**src/rtl/sdc_card_cmd_resp.sv**
```systemverilog
// Card-side SD CMD line endpoint: receives 48-bit host commands and serialises R1/R3/R6/R7/R2 responses.
// Optional macro SDC_CARD_CRC_CHK_EN enables CRC7 checking of received commands.
module sdc_card_cmd_resp #(
    parameter int NCR     = 2,
    parameter int RESP_TO = 64
) (
    input  logic         sd_clk,
    input  logic         reset,
    input  logic         cmd_in,
    output logic         cmd_out,
    output logic         cmd_oe,
    output logic         cmd_strb,
    output logic [5:0]   cmd_index,
    output logic [31:0]  cmd_arg,
    output logic         cmd_crc_err,
    output logic         resp_ready,
    input  logic         resp_req,
    input  logic [1:0]   resp_type,
    input  logic [5:0]   resp_index,
    input  logic [31:0]  resp_arg,
    input  logic [119:0] resp_r2_data,
    output logic         resp_busy
);
    localparam int CNT_MAX = (RESP_TO > NCR) ? RESP_TO : NCR;
    localparam int CNT_W   = $clog2(CNT_MAX + 1);

    typedef enum logic [2:0] {
        IDLE      = 3'd0,
        RX        = 3'd1,
        CHK       = 3'd2,
        WAIT_RESP = 3'd3,
        NCR_WAIT  = 3'd4,
        TX        = 3'd5
    } state_t;

    // CRC7 (x^7+x^3+1, init 0); leading zero bits leave the result unchanged
    function automatic logic [6:0] crc7(input logic [119:0] d);
        logic [6:0] c;
        logic       fb;
        c = 7'h00;
        for (int i = 119; i >= 0; i--) begin
            fb = d[i] ^ c[6];
            c  = {c[5:0], 1'b0} ^ (fb ? 7'h09 : 7'h00);
        end
        return c;
    endfunction

    // Response frame, left-aligned in 136 bits
    function automatic logic [135:0] build_frame(input logic [1:0] t, input logic [5:0] idx,
                                                 input logic [31:0] arg, input logic [119:0] r2);
        logic [39:0]  head;
        logic [135:0] f;
        head = {2'b00, idx, arg};
        case (t)
            2'b01:   f = {head, crc7({80'd0, head}), 1'b1, 88'd0};
            2'b10:   f = {2'b00, 6'h3F, arg, 7'h7F, 1'b1, 88'd0};
            2'b11:   f = {2'b00, 6'h3F, r2, crc7(r2), 1'b1};
            default: f = {136{1'b1}};
        endcase
        return f;
    endfunction

    state_t           state_r, state_next;
    logic             prev_zero_r;
    logic [37:0]      rx_sr_r;
    logic [7:0]       bit_cnt_r;
    logic [CNT_W-1:0] end_cnt_r;
    logic [135:0]     tx_sr_r;
    logic [7:0]       tx_len_r;
    logic             cmd_out_r, cmd_oe_r, cmd_strb_r, cmd_crc_err_r, resp_ready_r, resp_busy_r;
    logic [5:0]       cmd_index_r;
    logic [31:0]      cmd_arg_r;
    logic             rx_ok_s, rx_bad_s, ncr_done_s, to_done_s, resp_go_s, start_tx_s;
    logic [135:0]     new_frame_s, tx_src_s;

`ifdef SDC_CARD_CRC_CHK_EN
    logic [6:0] rx_crc_r;

    // Captures the received CRC7 field (frame bits 7..1)
    always_ff @(posedge sd_clk) begin
        if (reset) begin
            rx_crc_r <= 7'd0;
        end else if ((state_r == RX) && (bit_cnt_r >= 8'd40)) begin
            rx_crc_r <= {rx_crc_r[5:0], cmd_in};
        end else begin
            rx_crc_r <= rx_crc_r;
        end
    end

    // Start and direction bits are always 0,1 once RX has been entered
    assign rx_ok_s  = cmd_in && (crc7({80'd0, 2'b01, rx_sr_r}) == rx_crc_r);
    assign rx_bad_s = ~rx_ok_s;
`else
    assign rx_ok_s  = cmd_in;
    assign rx_bad_s = 1'b0;
`endif

    assign resp_go_s   = resp_req && (resp_type != 2'b00);
    assign ncr_done_s  = (end_cnt_r >= CNT_W'(NCR - 1));
    assign to_done_s   = (end_cnt_r >= CNT_W'(RESP_TO));
    assign new_frame_s = build_frame(resp_type, resp_index, resp_arg, resp_r2_data);
    assign tx_src_s    = (state_r == NCR_WAIT) ? tx_sr_r : new_frame_s;
    assign start_tx_s  = (state_next == TX) && (state_r != TX);

    // State register
    always_ff @(posedge sd_clk) begin
        if (reset) begin
            state_r <= IDLE;
        end else begin
            state_r <= state_next;
        end
    end

    // Next-state logic
    always_comb begin
        state_next = state_r;
        case (state_r)
            IDLE: begin
                if (prev_zero_r && cmd_in) state_next = RX;
                else                       state_next = IDLE;
            end
            RX: begin
                if (bit_cnt_r == 8'd47) state_next = CHK;
                else                    state_next = RX;
            end
            CHK: begin
                if (cmd_strb_r) state_next = WAIT_RESP;
                else            state_next = IDLE;
            end
            WAIT_RESP: begin
                if (resp_go_s)                  state_next = ncr_done_s ? TX : NCR_WAIT;
                else if (resp_req || to_done_s) state_next = IDLE;
                else                            state_next = WAIT_RESP;
            end
            NCR_WAIT: begin
                if (ncr_done_s) state_next = TX;
                else            state_next = NCR_WAIT;
            end
            TX: begin
                if (bit_cnt_r == tx_len_r) state_next = IDLE;
                else                       state_next = TX;
            end
            default: state_next = IDLE;
        endcase
    end

    // Receive shifter, response loader/serialiser and registered outputs
    always_ff @(posedge sd_clk) begin
        if (reset) begin
            prev_zero_r   <= 1'b0;
            rx_sr_r       <= 38'd0;
            bit_cnt_r     <= 8'd0;
            end_cnt_r     <= '0;
            tx_sr_r       <= {136{1'b1}};
            tx_len_r      <= 8'd48;
            cmd_out_r     <= 1'b1;
            cmd_oe_r      <= 1'b0;
            cmd_strb_r    <= 1'b0;
            cmd_crc_err_r <= 1'b0;
            cmd_index_r   <= 6'd0;
            cmd_arg_r     <= 32'd0;
            resp_ready_r  <= 1'b0;
            resp_busy_r   <= 1'b0;
        end else begin
            cmd_strb_r    <= 1'b0;
            cmd_crc_err_r <= 1'b0;
            resp_ready_r  <= (state_next == WAIT_RESP);
            prev_zero_r   <= (state_r == IDLE) ? ~cmd_in : 1'b0;
            if (end_cnt_r < CNT_W'(CNT_MAX)) end_cnt_r <= end_cnt_r + CNT_W'(1);
            case (state_r)
                IDLE: begin
                    bit_cnt_r <= 8'd2;
                end
                RX: begin
                    bit_cnt_r <= bit_cnt_r + 8'd1;
                    // Only index and argument are kept; shifting stops after frame bit 8
                    if (bit_cnt_r < 8'd40) rx_sr_r <= {rx_sr_r[36:0], cmd_in};
                    if (bit_cnt_r == 8'd47) begin
                        end_cnt_r     <= CNT_W'(1);
                        cmd_strb_r    <= rx_ok_s;
                        cmd_crc_err_r <= rx_bad_s;
                        if (rx_ok_s) begin
                            cmd_index_r <= rx_sr_r[37:32];
                            cmd_arg_r   <= rx_sr_r[31:0];
                        end
                    end
                end
                WAIT_RESP: begin
                    if (resp_go_s) begin
                        tx_sr_r     <= new_frame_s;
                        tx_len_r    <= (resp_type == 2'b11) ? 8'd136 : 8'd48;
                        resp_busy_r <= 1'b1;
                    end
                end
                TX: begin
                    if (bit_cnt_r == tx_len_r) begin
                        cmd_oe_r    <= 1'b0;
                        cmd_out_r   <= 1'b1;
                        resp_busy_r <= 1'b0;
                    end else begin
                        cmd_out_r <= tx_sr_r[135];
                        tx_sr_r   <= {tx_sr_r[134:0], 1'b1};
                        bit_cnt_r <= bit_cnt_r + 8'd1;
                    end
                end
                default: begin
                end
            endcase
            // Start bit goes out on the first TX cycle
            if (start_tx_s) begin
                cmd_oe_r  <= 1'b1;
                cmd_out_r <= tx_src_s[135];
                tx_sr_r   <= {tx_src_s[134:0], 1'b1};
                bit_cnt_r <= 8'd1;
            end
        end
    end

    assign cmd_out     = cmd_out_r;
    assign cmd_oe      = cmd_oe_r;
    assign cmd_strb    = cmd_strb_r;
    assign cmd_index   = cmd_index_r;
    assign cmd_arg     = cmd_arg_r;
    assign cmd_crc_err = cmd_crc_err_r;
    assign resp_ready  = resp_ready_r;
    assign resp_busy   = resp_busy_r;
endmodule

```
**config.mk**
```make
export PLATFORM = sky130hd
export DESIGN_NAME = sdc_card_cmd_resp
export DESIGN_NICKNAME = d
export VERILOG_FILES = /design/src/rtl/sdc_card_cmd_resp.sv
export SDC_FILE = /design/constraint.sdc
export NUM_CORES = 1
export LEC_CHECK = 0
export BUFFER_PORTS_ARGS = -buffer_cell sky130_fd_sc_hd__buf_2
export CAP_MARGIN = 20
export CORE_ASPECT_RATIO = 1.5
export CORE_MARGIN = 8
export CORE_UTILIZATION = 40
export DETAILED_ROUTE_END_ITERATION = 7
export PLACE_DENSITY = 0.61
export REMOVE_ABC_BUFFERS = 1
export SYNTH_ARGS = -nofsm -noshare
export SYNTH_HDL_FRONTEND = slang
export SYNTH_SLANG_ARGS = --single-unit
```
**constraint.sdc**
```tcl
create_clock -name sd_clk -period 19.9 [get_ports sd_clk]
set_clock_uncertainty 0.05 [all_clocks]
set_input_delay 3.98 -clock sd_clk [delete_from_list [all_inputs] [get_ports sd_clk]]
set_output_delay 3.98 -clock sd_clk [all_outputs]
set_load 0.02 [all_outputs]
```
==> reports/qor.csv <==
metric,value,unit
tritoncts,yes,
worst_slew_pin_slew,1100,ps
r2r_cells,13,
die_y,258,µm
cap_viol_max_count,0,
ctsResizeCount,0,
synth_edf_count,0,
cp.arrival,9640,ps
wl_met1,19600,µm
clock_sinks,238,
hold_path.startpoint,cmd_out,
crit_fanout,6,
wl_met2,23200,µm
critPathRequiredTime,20250,ps
coreArea,39000,µm²
regArea,4760,µm²
layout-drive-gt1-share,17.2,%
worstReg2RegStart,state_r[2],
overflow,0,
post-synth-top-area-cell,dfxtp_1,
met3RoutedLength,2660,µm
final_nets,2131,
clk-insertion-delay-late,550,ps
crit_path_end_kind,flop,
setup-tns-final,0,ps
post-place-ws,10040,ps
cts-root-buf,clkbuf_16,
synthAdderAreaFrac,0.639,%
hpwlAfterDp,33200,µm
area_growth,13.2,%
ioPinCount,208,
cts_setup_buffers,0,
synth_compound_area_share,24.0,%
vias,13868,
critical_path_class,in -> reg,
synth_xor_area_share,26.0,%
cts_buffers,26,
clkTransAtPathRegs,70,ps
ys_ff_latch,238,
holdPathStages,2,
synth_flop_cell,dfxtp_1,
routabilityCongestion,0.934,
routed_wl,47500,µm
rsz0062_at_grt,false,
netlist.area_leader.share,30.4,%
hold_violations,0,
wl_per_cell,19.2,µm
synthMuxAreaShare,0.256,%
firstDrtPassIters,7,
synth-async-reset-ratio,0,%
cp-startpoint,resp_r2_data[118],
status,"finished, final reports clean",
core.rowCount,89,
syn_area_per_cell,8.41,µm²
cts_buffer_depth,3,
drc,0,
fillers,3876,
synth_cell_types,61,
relSlewSlack,25.6,%
finalSetupViolCount,0,
setup.worst_path.start_class,primary input,
worst_slack,10610,ps
post-synth-top-count-cell,a21oi_1,
top_layer,met5,
grt_pass1_wl,74600,µm
multi_input_area,10300,µm²
synth_top_family_by_area,XOR/XNOR gates,
ys_top_cells_by_count,"a21oi_1 (294), dfxtp_1 (238), xnor2_1 (201)",
antenna_found_initial,1,
seq_area_frac_synth,30.4,%
postSynthCellCount,1862,
synth_area,15700,µm²
slew_violations,0,
grt_pass1_vias,13762,
period_share,46.7,%
vias_per_cell,5.59,
antenna_cells,0,
fmax,108,MHz
hold_path.class,reg -> reg,
track_usage,19.8,%
synthTopCellsByArea,"dfxtp_1 (30%), xnor2_1 (11%), a21oi_1 (9.4%), xnor3_1 (6.2%), nand2_1 (4.3%)",
ys_warn_count,0,
drt_iter0_drc,1239,
cts_max_level,1,
die-area,45900,µm²
fin_crit,9290,ps
cts_hold_buf,0,
ant_nets,0,
synth_simple_gate_area_share,14.6,%
die-width,178,µm
grt_max_degree,150,
io_buffers,206,
start_util,40.2,%
## layer usage
metal / GRT usage, % / vias to the layer above
met1: 24.1 / 6640
met3: 2.99 / 100
met2: 34.3 / 404
met5: 0 / -
li1: - / 6722
met4: 8.38 / 2
## layout make-up
cell class / count / area share, %
flip-flops and latches: 238 / 26.9
clock inverters: 17 / 0.798
inverters: 7 / 0.148
well taps: 500 / 3.53
clock buffers: 31 / 3.95
multi-input cells: 1466 / 58.3
repair buffers: 220 / 6.44
## worst paths after layout
path | slack (ps) | to
worst max register to register | 15030 | tx_sr_r[2]
worst max-delay path | 10610 | tx_sr_r[4]
worst min register to register | 390 | cmd_out
worst min-delay path | 390 | cmd_out
## flip-flops by register name, indices dropped and copies added (netlist names), 2 cells and up
signal / count
cmd_index: 6
tx_len_r: 2
state_r: 3
end_cnt_r: 7
tx_sr_r: 136
rx_sr_r: 38
bit_cnt_r: 8
cmd_arg: 32
## metrics by stage
stage | hold WS [ps] | utilization [%] | instances | area [µm²]
3_3_place_gp | 379 | 43.3 | 2431 | 16900
3_5_place_dp | 384 | 43.3 | 2431 | 16900
4_1_cts | 401 | 45.5 | 2479 | 17700
5_1_grt | 430 | 45.5 | 2479 | 17700
2_1_floorplan | 376 | - | 1711 | 15100
6_report | 393 | 45.5 | 2479 | 17700
## critical path: stages
cell,delay (ps)
buf_2,130
xor2_2,450
xnor3_2,590
xor3_2,470
xnor3_2,450
xnor3_2,470
xnor3_1,370
xnor3_2,280
xnor3_2,470
xnor2_2,190
xnor3_1,470
xnor2_1,250
xnor3_2,500
xnor2_1,180
a221oi_2,260
o22ai_2,100
## cell usage in the layout (no fill, tap or decap), types with 7 or more instances in the layout
cell type / n
a221oi_1: 16
buf_2: 205
nand2_1: 176
xnor3_2: 16
o21ai_0: 111
a21oi_1: 294
xnor2_1: 201
nor3_1: 10
a221o_1: 32
clkbuf_16: 26
xor2_1: 57
nor2_1: 159
nand3_1: 11
xnor3_1: 43
xnor2_2: 7
or2_2: 29
dfxtp_1: 238
buf_4: 14
o211ai_1: 87
clkinv_2: 8
inv_1: 7
a222oi_1: 28
xor3_1: 7
nand2b_1: 93
a211oi_1: 7
## logic make-up after synthesis
| logic type | after synthesis |
|---|---|
| xor gates and xnor gates | 339 |
| AOI/OAI and AO/OA | 610 |
| adders and majority gates | 8 |
| buffers and inverters | 158 |
| muxes | 4 |
| DFF | 238 |
| and+or+nand+nor | 504 |
| other | 1 |
Power is not shown: default switching activity piles up to over one toggle a cycle in this logic, so the estimate is an artifact.
